$ cat src/rtl/framebuffer_writer.sv
// Purpose    : fills the VGA framebuffer with screen-clipped solid rectangles, writing one pixel per cycle in row-major order.
// Latency    : the first write is 2 cycles after accept. N pixels end with done at cycle N+2 and the block is ready again at N+3.
// Backpressure: cmd_ready is high only in IDLE. A cmd_valid seen while busy is ignored, so the issuer holds it until accepted.
//
// Ports:
//   clock, reset             single clock; asynchronous active-low reset
//   cmd_valid / cmd_ready    command handshake; cmd_x0/y0/w/h/color are latched on accept
//   busy, done               busy outside IDLE; done pulses one cycle per completed command
//   mem_we/mem_addr/mem_wdata framebuffer write port; addr = y*screenX + x, data = {b,g,r}
module framebuffer_writer #(
    parameter int screenX = 50,
    parameter int screenY = 50,
    parameter int ADDR_W  = 12
) (
    input  logic              clock,
    input  logic              reset,
    input  logic              cmd_valid,
    output logic              cmd_ready,
    input  logic [9:0]        cmd_x0,
    input  logic [9:0]        cmd_y0,
    input  logic [9:0]        cmd_w,
    input  logic [9:0]        cmd_h,
    input  logic [2:0]        cmd_color,
    output logic              busy,
    output logic              done,
    output logic              mem_we,
    output logic [ADDR_W-1:0] mem_addr,
    output logic [2:0]        mem_wdata
);

    localparam logic [1:0] S_IDLE  = 2'd0;
    localparam logic [1:0] S_SETUP = 2'd1;
    localparam logic [1:0] S_FILL  = 2'd2;
    localparam logic [1:0] S_DONE  = 2'd3;

    // Screen limits in 11 bits so that x0+w and y0+h cannot wrap.
    localparam logic [10:0]       SX11 = 11'(screenX);
    localparam logic [10:0]       SY11 = 11'(screenY);
    localparam logic [ADDR_W-1:0] SXA  = ADDR_W'(screenX);

    logic [1:0]        state_q, state_d;
    logic [9:0]        x0_q, x0_d;
    logic [9:0]        y0_q, y0_d;
    logic [9:0]        w_q, w_d;
    logic [9:0]        h_q, h_d;
    logic [2:0]        color_q, color_d;
    logic [10:0]       x_end_q, x_end_d;
    logic [10:0]       y_end_q, y_end_d;
    logic [10:0]       x_q, x_d;
    logic [10:0]       y_q, y_d;
    logic [ADDR_W-1:0] row_base_q, row_base_d;
    logic [ADDR_W-1:0] addr_q, addr_d;
    logic [2:0]        wdata_q, wdata_d;

    // Clipping and start address from the latched command. These are used only in SETUP.
    logic [10:0]       x0_ext, y0_ext, x_sum, y_sum, x_end_c, y_end_c;
    logic              empty_c;
    logic [ADDR_W-1:0] x0_addr, row_base_c;
    logic              x_last, y_last;

    assign x0_ext  = {1'b0, x0_q};
    assign y0_ext  = {1'b0, y0_q};
    assign x_sum   = x0_ext + {1'b0, w_q};
    assign y_sum   = y0_ext + {1'b0, h_q};
    assign x_end_c = (x_sum > SX11) ? SX11 : x_sum;
    assign y_end_c = (y_sum > SY11) ? SY11 : y_sum;
    assign empty_c = (w_q == 10'd0) || (h_q == 10'd0) || (x0_ext >= SX11) || (y0_ext >= SY11);
    assign x0_addr = ADDR_W'(x0_q);
    // Truncating the product is safe: it is used only when y0 < screenY.
    assign row_base_c = ADDR_W'(y0_q) * SXA;

    assign x_last = (x_q + 11'd1) == x_end_q;
    assign y_last = (y_q + 11'd1) == y_end_q;

    always_comb begin
        state_d    = state_q;
        x0_d       = x0_q;
        y0_d       = y0_q;
        w_d        = w_q;
        h_d        = h_q;
        color_d    = color_q;
        x_end_d    = x_end_q;
        y_end_d    = y_end_q;
        x_d        = x_q;
        y_d        = y_q;
        row_base_d = row_base_q;
        addr_d     = addr_q;
        wdata_d    = wdata_q;
        case (state_q)
            S_IDLE: begin
                if (cmd_valid) begin
                    x0_d    = cmd_x0;
                    y0_d    = cmd_y0;
                    w_d     = cmd_w;
                    h_d     = cmd_h;
                    color_d = cmd_color;
                    state_d = S_SETUP;
                end
            end
            S_SETUP: begin
                x_end_d    = x_end_c;
                y_end_d    = y_end_c;
                x_d        = x0_ext;
                y_d        = y0_ext;
                row_base_d = row_base_c;
                if (empty_c) begin
                    state_d = S_DONE;
                end else begin
                    // Load the write port at the same edge that enters FILL.
                    // mem_addr and mem_wdata stay unchanged until the first write.
                    addr_d  = row_base_c + x0_addr;
                    wdata_d = color_q;
                    state_d = S_FILL;
                end
            end
            S_FILL: begin
                if (x_last) begin
                    if (y_last) begin
                        state_d = S_DONE;
                    end else begin
                        // Next row: advance the base by one stride. This avoids a per-pixel multiply.
                        x_d        = x0_ext;
                        y_d        = y_q + 11'd1;
                        row_base_d = row_base_q + SXA;
                        addr_d     = row_base_q + SXA + x0_addr;
                    end
                end else begin
                    x_d    = x_q + 11'd1;
                    addr_d = addr_q + {{(ADDR_W-1){1'b0}}, 1'b1};
                end
            end
            S_DONE: begin
                state_d = S_IDLE;
            end
            default: begin
                state_d = S_IDLE;
            end
        endcase
    end

    always_ff @(posedge clock or negedge reset) begin
        if (!reset) begin
            state_q    <= S_IDLE;
            x0_q       <= '0;
            y0_q       <= '0;
            w_q        <= '0;
            h_q        <= '0;
            color_q    <= '0;
            x_end_q    <= '0;
            y_end_q    <= '0;
            x_q        <= '0;
            y_q        <= '0;
            row_base_q <= '0;
            addr_q     <= '0;
            wdata_q    <= '0;
        end else begin
            state_q    <= state_d;
            x0_q       <= x0_d;
            y0_q       <= y0_d;
            w_q        <= w_d;
            h_q        <= h_d;
            color_q    <= color_d;
            x_end_q    <= x_end_d;
            y_end_q    <= y_end_d;
            x_q        <= x_d;
            y_q        <= y_d;
            row_base_q <= row_base_d;
            addr_q     <= addr_d;
            wdata_q    <= wdata_d;
        end
    end

    // Control outputs decode the state register directly.
    // Reset therefore drops mem_we and busy immediately, even in the middle of a fill.
    assign cmd_ready = (state_q == S_IDLE);
    assign busy      = (state_q != S_IDLE);
    assign done      = (state_q == S_DONE);
    assign mem_we    = (state_q == S_FILL);
    assign mem_addr  = addr_q;
    assign mem_wdata = wdata_q;

endmodule
$ cat config.mk
export PLATFORM = sky130hd
export DESIGN_NAME = framebuffer_writer
export DESIGN_NICKNAME = d
export VERILOG_FILES = /design/src/rtl/framebuffer_writer.sv
export SDC_FILE = /design/constraint.sdc
export NUM_CORES = 1
export LEC_CHECK = 0
export ABC_AREA = 0
export CORE_ASPECT_RATIO = 1.2
export CORE_MARGIN = 1
export CORE_UTILIZATION = 64
export CTS_CLUSTER_DIAMETER = 120
export DETAILED_ROUTE_END_ITERATION = 10
export GPL_TIMING_DRIVEN = 1
export PLACE_DENSITY = 0.95
export SYNTH_ARGS = -nofsm -noshare
export SYNTH_HDL_FRONTEND = slang
export SYNTH_SLANG_ARGS = --single-unit
export TNS_END_PERCENT = 30
$ cat constraint.sdc
create_clock -name clock -period 6.4 [get_ports clock]
set_input_delay 0.96 -clock clock [delete_from_list [all_inputs] [get_ports clock]]
set_output_delay 0.96 -clock clock [all_outputs]
set_load 0.005 [all_outputs]
== Word-level counts from Yosys, hierarchy flattened ==
Cells that the tools add are included.
Word-level totals
  bits in registers: 116
  bits in latches: 0
  RAM bits: 0
  ROM bits: 0
  memories kept: 0
Cells by class
  add/sub/neg operators: 8
  multipliers: 1
  div/mod/pow operators: 0
  order comparisons: 4
  eq/ne operators: 11
  shifts and indexed selects: 0
  mux-type cells: 20
  bitwise operators: 1
  reduce and logical (&&, ||, !) cells: 14
Operator list (number)
  two-way mux 11 bit: 6
  two-way mux 12 bit: 5
  one-hot mux 12 bit (2 select lines): 2
  one-hot mux 11 bit (2 select lines): 2
  adder 12 x 10 -> 12 bit: 2
  adder 10 x 10 -> 11 bit: 2
  adder 11 x 1 -> 11 bit, second input constant: 2
  equality test 11 bit: 2
  greater-than comparator 11 x 6 -> 1 bit, second input constant: 2
  >= comparator 10 x 6 -> 1 bit, second input constant: 2
  zero test 10 bit: 2
  adder 12 x 1 -> 12 bit, second input constant: 1
  adder 12 x 6 -> 12 bit, second input constant: 1
  multiplier 10 x 5 -> 11 bit, second input constant: 1
  AND reduction 3 bit: 3
  one-hot mux 2 bit (4 select lines): 1
  two-way mux 2 bit: 3
  != test 2 bit, second input constant: 3
  AND reduction 2 bit: 3
  equality test 2 bit, second input constant: 2
  != test 2 x 1 -> 1 bit, second input constant: 2
  nonzero test 2 bit: 2
  logical OR 1 bit: 3
  != test 3 bit, second input constant: 1
  other kinds (4): 4

== Depth between registers and ports, before layout ==
  depth after elaboration: 6
  gate-level depth with buffers: 18
  depth with buffers taken out: 18

== Worst setup path before layout ==
Ideal clock, no wire load.
  path type: register to register
  start: register y0_q[3]
  end: register addr_q[11], in the netlist mem_addr[11]
  setup time: 0.132 ns
  arrival: 3.501 ns
  slack: 2.767 ns
  cell stages (with the launch flop): 17
  buffers on the path: 0
  clock period less this slack: 3.633 ns
  path through: dfrtp_1 inv_1 ha_1 ha_1 fa_1 ha_1 nor2b_1 o31ai_1 a21boi_0 ha_1 nor2_1 nor2_1 o211ai_1 xnor2_1 o32ai_1 a21oi_1 o22ai_1
On the way
  cells in the longest elaborated chain, start to end: 4
  elaborated cells on any way between the ends: 8
RTL lines
  from (decl): RTL line 43  | logic [9:0] y0_q, y0_d;
  from (signal assigned): RTL line 159  | y0_q <= y0_d;
  multiplier 10 x 5 -> 11 bit or >= comparator 10 x 6 -> 1 bit (tied branches): RTL line 70, 67
  adder 12 x 10 -> 12 bit or logical OR 1 bit (tied branches): RTL line 111, 67
  two-way mux 12 bit or != test 2 bit (tied branches)
  one-hot mux 12 bit (2 select lines) or AND reduction 3 bit (tied branches)
  to (signal assigned): RTL line 168  | addr_q <= addr_d;
  to (decl): RTL line 52  | logic [ADDR_W-1:0] addr_q, addr_d;
Parallel ways exist; a longest one is shown, timed or not. The select of a mux whose other input is x is not followed.
A chain may end at the register's enable or synchronous reset.

== Worst setup path in the final report ==
Ends and elaborated chain as after synthesis.

==> run summary <==
Status - finished, final reports clean
Post-CTS resize count - 0
Buffer and inverter count on the worst path - 1
Root Driver - clkbuf_16
Drt wl/cell - 21.6 um
Post-DRT Antenna Nets - 0
Share of cells above drive strength 1 - 0.114
#FFs+latches synth - 115
Crit Path Category - reg -> reg
Global-route total usage across every layer - 0.363
Final nets - 1040
Reg-to-reg critical path endpoint - mem_addr[11]$_DFFE_PN0P_
Worst slew pin tran - 1.07 ns
Largest net degree at the start of global routing - 84
Slowest cell delay on critical path - 0.49 ns
Worst path top cell family by delay - adder cells
Die Ht - 126 um
Layout Skew - 0.00882 ns
Critical Path RT - 6.70 ns
Routed WL - 23.6 mm
Syn avg cell area - 9.58 um^2
F_max - 231 MHz
CP max FO - 6
Top_reg_cell synth - dfrtp_1
Initial antenna violation count - 0
CP Cell Sequence - inv_1 -> ha_1 -> ha_1 -> fa_1 -> ha_1 -> nor2b_1 -> o31ai_1 -> a21boi_0 -> ha_1 -> nor2_1 -> nor2_1 -> o211ai_1 -> xnor2_1 -> o32ai_1 -> a21oi_1 -> o22ai_1
Data arrival time of the worst path - 4.62 ns
Syn Inst Count - 859
Gpl congestion - 0.899
Final hold vios - 0
Max_cap viols - 0
Mapped cell area - 8230 um^2
Rel. slew slack - 0.287
Vias - 7670
DRC violations left - 0
Crit path time final - 4.33 ns
Number of H-tree levels - 4
Clk buf depth - 2
Area delta synth->final - 16.2%
Net Count, Synth - 984
CP dominant cell by count - ha_1
FF-to-FF Start - y0_q[3]$_DFFE_PN0P_
Global route total overflow - 0
Final setup viols - 0
Post-DP HPWL - 15.1 mm
Slew Viols, Final - 0
Die W - 106 um
Postcts setup bufs - 0
N_diodes - 0
CP Capture Type - register
Synth Warn # - 0
Core outline area - 12600 um^2
Die footprint - 13300 um^2
# clock sinks - 115
RSZ-0062 raised after global routing - no
Row cnt - 45
Fillers - 733
First-pass GRT wire length - 37.8 mm
R2r worst-path depth - 16
Startpoint types - register
Skew-Pair Late Insertion Delay - 0.42 ns
R2R setup slack - 2.07 ns
CTS hold repair buffers - 0
Number of buffers created by CTS - 17
Part of the Yosys area used for sequential elements - 0.350
Starting Density - 0.653
Fin Setup TNS - 0 ns
TritonCTS clock tree - done
Fraction of registers with async set/reset - 1.00
EDFF count, synth - 0
Drt pass-1 iters - 6
Hold WC Path Type - in -> async
Vias in the first global route - 7416
Io pins - 65
Vias per inst - 7.02
Initial DRC count - 1087
Slowest CP cell - dfrtp_1
Port bufs - 64
Netlist cell types - 76
Reg clk slew, reported paths - 0.06 ns
Crit share post-route - 0.676
## Yosys cell counts (11+ instances only)
cell type | count | share of area
o21ai_0 | 42 | 0.026
ha_1 | 71 | 0.11
xnor2_1 | 39 | 0.041
nor2_1 | 61 | 0.028
a21oi_1 | 51 | 0.031
mux2_2 | 47 | 0.064
nor3_1 | 25 | 0.015
and3_1 | 15 | 0.011
xor2_1 | 24 | 0.026
dfrtp_1 | 115 | 0.35
mux2i_1 | 14 | 0.017
a211oi_1 | 13 | 0.012
nand3_1 | 21 | 0.013
nor4_1 | 11 | 0.0084
clkbuf_1 | 26 | 0.012
nor2b_1 | 18 | 0.014
o21a_1 | 13 | 0.012
nand2_1 | 32 | 0.015
inv_1 | 55 | 0.025
## worst max path at each step
stage	cells past startpoint	start	endpoint
final	16	y0_q[3]$_DFFE_PN0P_	mem_addr[11]$_DFFE_PN0P_
after detailed placement	15	y0_q[3]$_DFFE_PN0P_	mem_addr[10]$_DFFE_PN0P_
after CTS	15	y0_q[3]$_DFFE_PN0P_	mem_addr[10]$_DFFE_PN0P_
after global placement	16	y0_q[2]$_DFFE_PN0P_	mem_addr[11]$_DFFE_PN0P_
after global routing	16	y0_q[3]$_DFFE_PN0P_	mem_addr[11]$_DFFE_PN0P_
after floorplan	16	y0_q[3]$_DFFE_PN0P_	mem_addr[11]$_DFFE_PN0P_
## layout by cell type (no fill, tap or decap), types with 4 or more instances in the layout
master and n:
o32ai_1 4, nand3_1 21, o211ai_1 8, clkinvlp_4 5, xnor2_1 39, clkbuf_16 17
and3_1 15, o21ai_0 42, nand4_1 6, fa_1 8, a31oi_1 8, clkdlybuf4s50_1 63
nor3b_1 7, o22ai_1 5, a21o_1 8, or3_1 7, o22a_1 4, buf_4 8
nor2b_1 18, nand2b_1 7, mux2_2 47, inv_1 55, nor4_1 11, a311oi_1 4
o21a_1 13, mux2i_1 14, o31ai_1 6, nor2_1 61, dfrtp_1 115, nand2_1 31
a21oi_1 50, ha_1 71, xor2_1 24, a21boi_0 4, a22o_1 8, a211oi_1 13
nor3_1 24
## logic make-up (layout without fill, tap and decap cells)
family	after synthesis	in the layout	share of synthesized area
xor gates and xnor gates	63	63	0.0670
muxes	61	61	0.0813
AOI/OAI and AO/OA	220	220	0.182
buffers and inverters	90	159	0.0435
and+or+nand+nor	231	231	0.150
DFF	115	115	0.350
adders and majority gates	79	79	0.127
## layout make-up
class | instances | area (um^2) | area share
clock buffers | 20 | 457 | 0.0477
multi-input cells | 654 | 5020 | 0.524
clock inverters | 12 | 109 | 0.0114
repair buffers | 71 | 691 | 0.0722
inverters | 56 | 210 | 0.0220
flip-flops and latches | 115 | 2880 | 0.301
well taps | 164 | 205 | 0.0215
## through the flow
stage	utilization	hold slack [ns]	setup slack [ns]	std cells	area [um^2]
2_1_floorplan	-	0.474	2.77	859	8230
4_1_cts	0.758	0.501	2.18	1092	9570
5_1_grt	0.758	0.523	1.85	1092	9570
6_report	0.758	0.480	2.07	1092	9570
3_5_place_dp	0.714	0.493	2.31	1060	9000
3_3_place_gp	0.714	0.484	2.50	1060	9000
## layer usage
layer  wire length [um]  global-route usage
met1               8750               0.445
met2              11400               0.607
met3               2240              0.0725
met4               1250               0.188
met5                  0                   0
## registers in the layout (all words and copies together), names as in the netlist, 11 cells and up
| register | count |
|---|---|
| mem_addr | 12 |
| row_base_q | 11 |
| x_end_q | 11 |
| x_q | 11 |
| y_end_q | 11 |
| y_q | 11 |
Power is left out: the tool's default activity adds up to more than one toggle a clock period on the data nets, which glitch-free logic cannot reach.
